**src/rtl/button_conditioner_pkg.sv**
```systemverilog
// Shared types and constants for the four-button debounce/auto-repeat front end.
package button_conditioner_pkg;

  typedef enum logic [2:0] {
    ST_IDLE,
    ST_PRESS_WAIT,
    ST_HELD,
    ST_REPEAT,
    ST_RELEASE_WAIT
  } chan_state_t;

  // Bit positions inside the packed {up,down,left,right} vectors.
  localparam logic [1:0] DIR_UP    = 2'd3;
  localparam logic [1:0] DIR_DOWN  = 2'd2;
  localparam logic [1:0] DIR_LEFT  = 2'd1;
  localparam logic [1:0] DIR_RIGHT = 2'd0;

  localparam int unsigned DEF_DEBOUNCE_CYCLES = 1_000_000;
  localparam int unsigned DEF_REPEAT_DELAY    = 50_000_000;
  localparam int unsigned DEF_REPEAT_PERIOD   = 20_000_000;

  // Counter width for terminal count n-1, never narrower than one bit.
  function automatic int unsigned cnt_width(input int unsigned n);
    return (n <= 2) ? 1 : $clog2(n);
  endfunction

endpackage

```
**src/rtl/debounce_channel.sv**
```systemverilog
// One button: 2-flop synchronizer, debounce FSM and auto-repeat timer.
module debounce_channel
  import button_conditioner_pkg::*;
#(
  parameter int unsigned DEBOUNCE_CYCLES = DEF_DEBOUNCE_CYCLES,
  parameter int unsigned REPEAT_DELAY    = DEF_REPEAT_DELAY,
  parameter int unsigned REPEAT_PERIOD   = DEF_REPEAT_PERIOD
) (
  input  logic clk,
  input  logic rst_n,
  input  logic i_raw_n,
  output logic o_strobe_n,
  output logic o_held
);

  localparam int unsigned CW   = cnt_width(DEBOUNCE_CYCLES);
  localparam int unsigned RMAX = (REPEAT_DELAY > REPEAT_PERIOD) ? REPEAT_DELAY : REPEAT_PERIOD;
  localparam int unsigned RW   = cnt_width(RMAX);

  localparam logic [CW-1:0] CNT_LAST    = CW'(DEBOUNCE_CYCLES - 1);
  localparam logic [RW-1:0] DELAY_LAST  = RW'((REPEAT_DELAY  == 0) ? 0 : REPEAT_DELAY  - 1);
  localparam logic [RW-1:0] PERIOD_LAST = RW'((REPEAT_PERIOD == 0) ? 0 : REPEAT_PERIOD - 1);
  localparam bit            REPEAT_EN   = (REPEAT_DELAY != 0);

  logic          r_sync1;
  logic          r_sync2;
  chan_state_t   r_state;
  logic [CW-1:0] r_cnt;
  logic [RW-1:0] r_rcnt;
  logic          r_from_repeat;
  logic          r_strobe_n;
  logic          r_held;
  logic          w_pressed;

  assign w_pressed  = ~r_sync2;
  assign o_strobe_n = r_strobe_n;
  assign o_held     = r_held;

  always_ff @(posedge clk or negedge rst_n) begin
    if (!rst_n) begin
      r_sync1       <= 1'b1;
      r_sync2       <= 1'b1;
      r_state       <= ST_IDLE;
      r_cnt         <= '0;
      r_rcnt        <= '0;
      r_from_repeat <= 1'b0;
      r_strobe_n    <= 1'b1;
      r_held        <= 1'b0;
    end else begin
      r_sync1    <= i_raw_n;
      r_sync2    <= r_sync1;
      r_strobe_n <= 1'b1;
      unique case (r_state)
        ST_IDLE: begin
          if (w_pressed) begin
            r_state <= ST_PRESS_WAIT;
            r_cnt   <= '0;
          end
        end
        ST_PRESS_WAIT: begin
          if (!w_pressed) begin
            r_state <= ST_IDLE;
          end else if (r_cnt == CNT_LAST) begin
            r_state    <= ST_HELD;
            r_strobe_n <= 1'b0;
            r_held     <= 1'b1;
            r_rcnt     <= '0;
          end else begin
            r_cnt <= r_cnt + 1'b1;
          end
        end
        ST_HELD: begin
          if (!w_pressed) begin
            r_state       <= ST_RELEASE_WAIT;
            r_cnt         <= '0;
            r_from_repeat <= 1'b0;
          end else if (REPEAT_EN) begin
            if (r_rcnt == DELAY_LAST) begin
              r_state    <= ST_REPEAT;
              r_strobe_n <= 1'b0;
              r_rcnt     <= '0;
            end else begin
              r_rcnt <= r_rcnt + 1'b1;
            end
          end
        end
        ST_REPEAT: begin
          if (!w_pressed) begin
            r_state       <= ST_RELEASE_WAIT;
            r_cnt         <= '0;
            r_from_repeat <= 1'b1;
          end else if (r_rcnt == PERIOD_LAST) begin
            r_strobe_n <= 1'b0;
            r_rcnt     <= '0;
          end else begin
            r_rcnt <= r_rcnt + 1'b1;
          end
        end
        ST_RELEASE_WAIT: begin
          // A release bounce resumes the hold phase with the repeat timer frozen, not restarted.
          if (w_pressed) begin
            r_state <= r_from_repeat ? ST_REPEAT : ST_HELD;
            r_cnt   <= '0;
          end else if (r_cnt == CNT_LAST) begin
            r_state <= ST_IDLE;
            r_held  <= 1'b0;
          end else begin
            r_cnt <= r_cnt + 1'b1;
          end
        end
        default: r_state <= ST_IDLE;
      endcase
    end
  end

endmodule

```
**src/rtl/button_conditioner.sv**
```systemverilog
// Four independent debounced, auto-repeating move strobes for the frogger block.
module button_conditioner
  import button_conditioner_pkg::*;
#(
  parameter int unsigned DEBOUNCE_CYCLES = DEF_DEBOUNCE_CYCLES,
  parameter int unsigned REPEAT_DELAY    = DEF_REPEAT_DELAY,
  parameter int unsigned REPEAT_PERIOD   = DEF_REPEAT_PERIOD
) (
  input  logic       clk,
  input  logic       reset,
  input  logic       btn_up_raw,
  input  logic       btn_down_raw,
  input  logic       btn_left_raw,
  input  logic       btn_right_raw,
  output logic       up,
  output logic       down,
  output logic       left,
  output logic       right,
  output logic [3:0] held
);

  logic [3:0] w_raw_n;
  logic [3:0] w_strobe_n;
  logic [3:0] w_held;

  assign w_raw_n[DIR_UP]    = btn_up_raw;
  assign w_raw_n[DIR_DOWN]  = btn_down_raw;
  assign w_raw_n[DIR_LEFT]  = btn_left_raw;
  assign w_raw_n[DIR_RIGHT] = btn_right_raw;

  for (genvar g = 0; g < 4; g++) begin : g_chan
    debounce_channel #(
      .DEBOUNCE_CYCLES(DEBOUNCE_CYCLES),
      .REPEAT_DELAY   (REPEAT_DELAY),
      .REPEAT_PERIOD  (REPEAT_PERIOD)
    ) u_chan (
      .clk       (clk),
      .rst_n     (reset),
      .i_raw_n   (w_raw_n[g]),
      .o_strobe_n(w_strobe_n[g]),
      .o_held    (w_held[g])
    );
  end

  assign up    = w_strobe_n[DIR_UP];
  assign down  = w_strobe_n[DIR_DOWN];
  assign left  = w_strobe_n[DIR_LEFT];
  assign right = w_strobe_n[DIR_RIGHT];
  assign held  = w_held;

endmodule

```
**config.mk**
```make
export PLATFORM = sky130hd
export DESIGN_NAME = button_conditioner
export DESIGN_NICKNAME = d
export VERILOG_FILES = /design/src/rtl/button_conditioner_pkg.sv /design/src/rtl/debounce_channel.sv /design/src/rtl/button_conditioner.sv
export SDC_FILE = /design/constraint.sdc
export NUM_CORES = 1
export LEC_CHECK = 0
export ABC_AREA = 1
export BUFFER_PORTS_ARGS = -buffer_cell sky130_fd_sc_hd__buf_2
export CORE_UTILIZATION = 40
export CTS_BUF_LIST = sky130_fd_sc_hd__clkbuf_8
export CTS_CLUSTER_DIAMETER = 60
export DETAILED_ROUTE_END_ITERATION = 6
export PLACE_DENSITY_LB_ADDON = 0.3
export SLEW_MARGIN = 20
export SYNTH_ARGS = -nofsm -noshare
export SYNTH_HDL_FRONTEND = slang
export SYNTH_SLANG_ARGS = --single-unit
```
**constraint.sdc**
```tcl
create_clock -name clk -period 1.55 [get_ports clk]
set_input_delay 0.31 -clock clk [delete_from_list [all_inputs] [get_ports clk]]
set_output_delay 0.31 -clock clk [all_outputs]
set_load 0.02 [all_outputs]
```
==> summary.md, run 1 <==
| Metric | Value |
|---|---|
| Worst reg2reg setup slack | `-0.21 ns` |
| Post-synthesis cell count | `~2300` |
| Start-to-end type of the worst setup path | `reg -> reg` |
| Width of the die | `195 µm` |
| Start point of the critical path | `g_chan[1].u_chan.r_state[2]` |
| Slew of the pin with the lowest slew margin | `approximately 0.4 ns` |
| Weighted congestion at the end of routability-driven global placement | `0.943` |
| Antenna diode count | `0` |
| Post-synth design cell area | `14900 µm²` |
| Area overhead of the layout relative to synthesis | `54.6%` |
| Routed len/inst | `roughly 14 µm` |
| Via Count | `17300` |
| Setup violators final | `~160` |
| Worst setup endpoint | `g_chan[1].u_chan.r_rcnt[11]` |
| Average size of a mapped cell | `about 6.4 µm²` |
| Vertical die dimension | `approximately 200 µm` |
| Clock transition at the registers of the reported paths | `approximately 0.06 ns` |
| Peak supply drop | `723 µV` |
| First-pass detailed-route iteration total | `7` |
| Post-Route Setup TNS | `-15.35 ns` |
| Post-synth EDFFs | `0` |
| Number of design rule violations left after detail routing | `1` |
| Maximum clock skew at final layout | `0.0194 ns` |
| Maximum fanout count along the critical path | `7` |
| Clock tree root driver cell | `clkbuf_8` |
| Minimum clock period after layout | `1.76 ns` |
| TritonCTS buffer count | `between 40 and 50` |
| Slowest stage cell on the critical path | `dfrtp_2` |
| Worst Slack Setup Final | `-0.207 ns` |
| Synthesized net count | `between 2000 and 2500` |
| Post-synthesis cell type count | `47` |
| Most common flop cell mapped by yosys | `dfrtp_1` |
| Overflow after GRT | `0` |
| Final routed wirelength across all metal layers | `48.7 mm` |
| Starting DRC count in detailed routing | `between 900 and 1000` |
| Start of the worst register-to-register path | `g_chan[1].u_chan.r_state[2]` |
| P_leak | `~11 nW` |
| H-tree level count | `2` |
| Setup repair after global routing missed its margin | `true` |
| Clock latency on the worst-skew pair | `0.61 ns` |
| Pin count of the biggest net entering global routing | `53` |
| Antenna-violating nets left | `0` |
| Outcome | `complete, but fails checks` |
| Share of the clock period used by the worst path | `113%` |
| Site Rows | `70` |
| CP startpoint kind | `flop` |
| Power Density | `1120 nW/µm²` |
| CTS tree | `done` |
| Non-filler instance count after layout | `about 3400` |
| Arrival @ worst endpoint | `2.25 ns` |
| Global-route usage over all layers | `23.6%` |
| Slowest stage delay, CP | `about 0.46 ns` |
| Vias in the first global route | `16400` |
| Required @ worst endpoint | `2.04 ns` |
| IO Port Bufs | `13` |
| Buffers from clock root to sink, at most | `3` |
| Endpoint type of the worst setup path | `flop` |
| Initial core utilization | `approximately two fifths` |
| Worst hold path type | `in -> async` |
| Asr flop ratio synth | `100%` |
| Violations in the final reports | `DRC, setup timing` |
| Number of antenna violations at the first check in global routing | `0` |
| Length in cells of the worst reg-to-reg path | `9` |
| Cell area reported after detailed placement | `18600 µm²` |
| Share of cells above drive strength 1 | `38.3%` |
| Critical path's most frequent cell | `nand3_4` |
| Layout Cell Area excl Fill | `23100 µm²` |
| Number of max-cap violations | `0` |
| Number of warnings printed during yosys synthesis | `0` |
| Number of instances in the placed design | `3159` |
| Number of vias per cell after detailed routing | `slightly above 5` |
| Fillcell total | `3026` |
| Area of the die | `38100 µm²` |
| Worst-path cell chain | `inv_2 > nand3_4 > nor2_4 > nand4_1 > nand2_4 > buf_6 > nand3_4 > inv_4 > nor2_2` |
| Count of pins on the block boundary | `14` |
| Area of the core | `36700 µm²` |
| Net count reported at finish | `2876` |
| Number of register bits inferred by synthesis | `approximately 220` |
| Number of hold violations in the final report | `0` |
| Final standard cell utilization of the core | `62.9%` |
| Critical register-to-register path endpoint | `g_chan[1].u_chan.r_rcnt[11]` |
| Relative max-transition margin | `73.0%` |
| Wire length of the first global-routing pass | `75.3 mm` |
| Number of sinks handled by clock tree synthesis | `around 220` |
| Register area share after synthesis | `36.3%` |
| Detailed placer's ending HPWL | `31.1 mm` |
| Number of max-slew violations in the final report | `0` |
| Fmax | `0.569 GHz` |
## repair_timing
| action | in CTS | in global routing |
|---|---|---|
| gates cloned | 9 | 8 |
| hold endpoints to repair | 205 | 0 |
| resized for setup | 253 | 476 |
| endpoints found under the setup margin | 189 | 207 |
| hold buffers | 5 | 0 |
| pin swaps | 107 | 212 |
| buffers inserted | 56 | 65 |
## critical path: cells and delay by family, from the launching register on
kind / cells / cell delay (ns)
buffers and inverters: 3 / 0.36
flip-flops: 1 / 0.46
AND/OR/NAND/NOR: 6 / 0.81
## placed cells by master, fill, tap and decap left out, types with 9 or more instances in the layout
cell type,n
clkbuf_8,57
dfrtp_2,10
nand3_1,167
o21ai_0,35
nand2_2,114
nand3_2,45
a21oi_2,17
o21ai_2,34
nand3_4,21
o21bai_1,16
nand4_1,74
xor2_1,26
inv_1,263
dfrtp_1,194
nor2_4,61
nor2_2,58
clkinv_2,10
dfstp_2,12
a21oi_1,19
nor3_2,15
buf_12,18
inv_2,28
nand2_1,631
nand2_8,9
nor3_1,24
buf_4,387
nand2_4,38
nor2_1,258
o21ai_1,44
nor3_4,11
buf_6,91
## Yosys cell counts, types with 2 or more instances
cell | instances | share of area (%)
nand3_2 | 3 | 0.20
ha_1 | 8 | 0.67
or2_2 | 2 | 0.084
nor2_1 | 345 | 8.7
clkbuf_1 | 5 | 0.13
xor2_1 | 28 | 1.6
buf_6 | 3 | 0.23
a21oi_2 | 2 | 0.12
buf_2 | 15 | 0.50
dfstp_2 | 12 | 2.1
nand2_2 | 27 | 1.1
o21ai_0 | 95 | 3.2
o21ai_1 | 20 | 0.67
nor2_4 | 8 | 0.60
o22ai_1 | 2 | 0.084
nand4_1 | 74 | 3.1
nor4_1 | 2 | 0.084
xnor2_1 | 6 | 0.35
o21bai_1 | 18 | 0.91
nor3_1 | 45 | 1.5
inv_2 | 13 | 0.33
buf_4 | 11 | 0.55
dfrtp_1 | 204 | 34
inv_1 | 281 | 7.1
nor3_4 | 3 | 0.33
a21oi_1 | 39 | 1.3
nor3_2 | 2 | 0.13
clkinv_1 | 4 | 0.10
nor3b_1 | 7 | 0.35
nand2_1 | 761 | 19
nand2_4 | 2 | 0.15
o211ai_1 | 5 | 0.25
nand3_4 | 4 | 0.47
nand3_1 | 226 | 7.6
nand3b_1 | 8 | 0.40
nor2_2 | 24 | 1.0
## how the worst min path moves through the flow
stage,start,endpoint,slack [ns],cells past startpoint
final,reset,g_chan[0].u_chan.r_cnt[7],0.20,2
after global routing,reset,g_chan[1].u_chan.r_cnt[1],0.20,2
after CTS,reset,g_chan[1].u_chan.r_cnt[1],0.17,2
after detailed placement,reset,g_chan[0].u_chan.r_cnt[18],0.23,1
after global placement,reset,g_chan[0].u_chan.r_cnt[18],0.23,1
after floorplan,reset,g_chan[0].u_chan.o_held,0.01,0
## registers in the layout (all words and copies together), names as in the netlist
register	count
g_chan.u_chan.o_held	4
g_chan.u_chan.o_strobe_n	4
g_chan.u_chan.r_cnt	80
g_chan.u_chan.r_from_repeat	4
g_chan.u_chan.r_rcnt	104
g_chan.u_chan.r_state	12
g_chan.u_chan.r_sync1	4
g_chan.u_chan.r_sync2	4
## final cells by class
cell class	instances	area [µm²]	area share [%]
flip-flops and latches	216	5430	23.5
clock inverters	23	164	0.710
well taps	468	586	2.54
clock buffers	57	785	3.40
inverters	300	1210	5.26
multi-input cells	1776	10300	44.4
repair buffers	520	4600	19.9
repair inverters	4	40.0	0.173
## where the power goes
group / internal [mW] / leakage [nW] / switching [mW] / total (mW)
Clock: 3.65 / 0.525 / 2.79 / 6.44
Combinational: 5.77 / 7.52 / 7.17 / 12.9
Sequential: 6.15 / 2.93 / 0.426 / 6.57
Total: 15.6 / 11.0 / 10.4 / 26.0
## kinds of logic after synthesis
family | Yosys count | share of synthesized area, %
simple gates | 1546 | 45.1
flops | 216 | 36.3
fa+ha+maj | 8 | 0.670
compound gates | 186 | 6.83
xor+xnor | 34 | 1.99
buf+inv | 335 | 9.10
## metrics by stage
stage / total power, mW / hold slack [ns] / worst slack [ns]
3_3_place_gp: 14.2 / 0.230 / -0.163
3_5_place_dp: 14.4 / 0.231 / -0.185
6_report: 26.0 / 0.205 / -0.207
5_1_grt: 27.3 / 0.204 / -0.319
4_1_cts: 22.8 / 0.168 / -0.140
2_1_floorplan: 10.9 / 0.0144 / -0.128
## layer usage
metal / wire (µm) / vias up / global-route usage [%]
met2: 24800 / 465 / 41.4
met5: 0 / - / 0
li1: - / 8518 / -
met1: 20300 / 8239 / 29.5
met4: 1240 / 0 / 8.05
met3: 2360 / 112 / 3.37
No activity file was read; power rests on OpenSTA's default activity.
==> run 2, diff against run 1 <==
- PLACE_DENSITY_LB_ADDON: 0.3 -> 0.1
- clock period: 1.55 -> 2.26 ns (I/O delays scaled with it)
==> run 2 against run 1 <==
The run now ends clean. Flip-flop and latch count unchanged. Design area shrank 27%. Die area stayed put. Fmax shrank 13%. Critical path depth rose by 1. Register-to-register slack better by 0.44 ns. Global-route usage is 2.2 points lower. Sequential power is 31% lower. Combinational power shrank 69%. Clock power fell by 33%. Critical endpoint unchanged. Largest cell class unchanged.
==> summary.md, run 2 (synthesis gave the netlist of run 1 again) <==
| Metric | Value |
|---|---|
| Outcome | `finished clean` |
| Worst hold path type | `reg -> reg` |
| Relative max-transition margin | `58.4% (-15 points)` |
| Number of antenna violations at the first check in global routing | `0 (unchanged)` |
| Routed len/inst | `13.4 µm (-7.2%)` |
| Worst reg2reg setup slack | `0.23 ns (+0.44 ns)` |
| Fillcell total | `3869 (+28%)` |
| Clock tree root driver cell | `clkbuf_8` |
| Starting DRC count in detailed routing | `942 (-2.0%)` |
| Count of pins on the block boundary | `14 (unchanged)` |
| Final routed wirelength across all metal layers | `38.9 mm (-20%)` |
| Buffers from clock root to sink, at most | `3 (unchanged)` |
| Fmax | `0.493 GHz (-13%)` |
| Area overhead of the layout relative to synthesis | `12.4%` |
| Site Rows | `70 (unchanged)` |
| Met3 WL | `1.62 mm (-31%)` |
| Global-route usage over all layers | `21.4% (-2.2 points)` |
| Clock latency on the worst-skew pair | `0.60 ns (about the same)` |
| Most common cell after layout, fill and taps aside | `nand2_1` |
| Share of cells above drive strength 1 | `9.62% (-29 points)` |
| Setup violators final | `0 (-100%)` |
| Vias in the first global route | `14000 (-15%)` |
| Power Density | `763 nW/µm² (-32%)` |
| Via Count | `14500 (-16%)` |
| Minimum clock period after layout | `2.03 ns (+0.273 ns)` |
| Pin count of the biggest net entering global routing | `52 (-1.9%)` |
| Share of the clock period used by the worst path | `89.8% (-24 points)` |
| Net count reported at finish | `2412 (-16%)` |
| Number of sinks handled by clock tree synthesis | `216 (unchanged)` |
| Number of vias per cell after detailed routing | `5.01 (-2.7%)` |
| Worst Slack Setup Final | `0.230 ns (+0.437 ns)` |
| Number of max-slew violations in the final report | `0 (unchanged)` |
| Number of max-cap violations | `0 (unchanged)` |
| Start point of the critical path | `g_chan[1].u_chan.r_rcnt[0]` |
| Number of hold violations in the final report | `0 (unchanged)` |
| Peak supply drop | `376 µV (-48%)` |
| Maximum clock skew at final layout | `0.0177 ns (-0.00167 ns)` |
| Setup repair after global routing missed its margin | `false` |
| Post-Route Setup TNS | `0 ns (+15.35 ns)` |
| Post-placement setup slack | `0.213 ns (+0.398 ns)` |
| Biggest register | `g_chan.u_chan.r_rcnt` |
| Initial core utilization | `40.7% (unchanged)` |
| Endpoint type of the worst setup path | `flop` |
| Maximum fanout count along the critical path | `7 (unchanged)` |
| Width of the die | `195 µm (unchanged)` |
| Slew of the pin with the lowest slew margin | `0.619 ns (+0.217 ns)` |
| Overflow after GRT | `0 (unchanged)` |
| Detailed placer's ending HPWL | `28.7 mm (-7.6%)` |
| Required @ worst endpoint | `2.74 ns (+0.70 ns)` |
| Met2 Wirelength | `17.2 mm (-31%)` |
| P_leak | `7.92 nW (-28%)` |
| Area of the die | `38100 µm² (unchanged)` |
| Vertical die dimension | `195 µm (unchanged)` |
| Number of design rule violations left after detail routing | `0 (-1)` |
| Clock transition at the registers of the reported paths | `0.06 ns (about the same)` |
| First-pass detailed-route iteration total | `7 (unchanged)` |
| Weighted congestion at the end of routability-driven global placement | `0.926 (-1.8%)` |
| Top routing layer in use | `met4` |
| Highest-count cells in the layout ignoring fill and taps | `nand2_1, nor2_1, inv_1, nand3_1, dfrtp_1` |
| H-tree level count | `2 (unchanged)` |
| Antenna-violating nets left | `0 (unchanged)` |
| Start of the worst register-to-register path | `g_chan[1].u_chan.r_rcnt[0]` |
| Area of the core | `36700 µm² (unchanged)` |
| TritonCTS buffer count | `43 (-2.3%)` |
| Arrival @ worst endpoint | `2.51 ns (+0.26 ns)` |
| Max FFs per register | `104 (unchanged)` |
| IO Port Bufs | `13 (unchanged)` |
| Wire length of the first global-routing pass | `68.2 mm (-9.4%)` |
| Origin of the worst min-delay path | `g_chan[3].u_chan.r_sync1` |
| CP startpoint kind | `flop` |
| Start-to-end type of the worst setup path | `reg -> reg` |
| Antenna diode count | `0 (unchanged)` |
| Leading registers by flop count | `g_chan.u_chan.r_rcnt (104), g_chan.u_chan.r_cnt (80), g_chan.u_chan.r_state (12)` |
| Wl on met1 | `19.3 mm (-4.8%)` |
| CTS tree | `done` |
==> run 2: through the flow <==
stage	total power, mW	hold WS [ns]	util (%)	cell area, µm²	instances
finish	12.8	0.360	45.7	16800	2900
global route	13.8	0.362	45.7	16800	2900
CTS	12.9	0.354	45.5	16700	2891
detailed placement	8.47	0.352	42.8	15700	2807
global placement	8.42	0.356	42.8	15700	2807
floorplan	7.35	0.156	-	14900	2325
==> run 2: what timing repair did <==
| item | in CTS | in global routing |
|---|---|---|
| endpoints found under the hold margin | 48 | 0 |
| buffers inserted | 0 | 9 |
| gates resized for setup | 0 | 1 |
| hold buffers | 5 | 0 |
| setup endpoints to repair | 0 | 7 |
==> run 2: final cells by class <==
class / count / area, µm² / area share, %
tap: 468 / 586 / 3.49
multi-input combinational: 1774 / 8160 / 48.6
clock inverter: 20 / 140 / 0.835
timing repair buffer: 63 / 538 / 3.21
clock buffer: 59 / 812 / 4.84
inverter: 300 / 1130 / 6.75
sequential: 216 / 5420 / 32.3
==> run 2: final timing paths <==
check	end	depth (start not counted)
max	g_chan[1].u_chan.r_rcnt[11]	10
min	g_chan[3].u_chan.r_sync2	0
max reg2reg	g_chan[1].u_chan.r_rcnt[11]	10
min reg2reg	g_chan[3].u_chan.r_sync2	0
max in group asynchronous	g_chan[3].u_chan.r_sync1	3
min in group asynchronous	g_chan[2].u_chan.r_cnt[16]	2
==> run 2: power by group <==
| part | internal, mW | switching, mW |
|---|---|---|
| logic | 1.09 | 2.86 |
| registers | 4.21 | 0.308 |
| clock network | 2.55 | 1.78 |
==> run 2: metal layers <==
metal	vias to the layer above	GRT usage, %
met5	-	0
met4	0	6.27
met3	64	4.04
met2	239	33.4
met1	6679	30.0
li1	7560	-
==> run 2: worst max-delay path: stages, from the launching register on <==
cell and delay (ns):
dfrtp_1 0.41, ha_1 0.19, nand2_1 0.14, nor2_4 0.20, nand3_1 0.10, nor2_1 0.12, nand2_1 0.18, nand2_1 0.16
nand3_2 0.20, inv_1 0.15, nor2_1 0.06
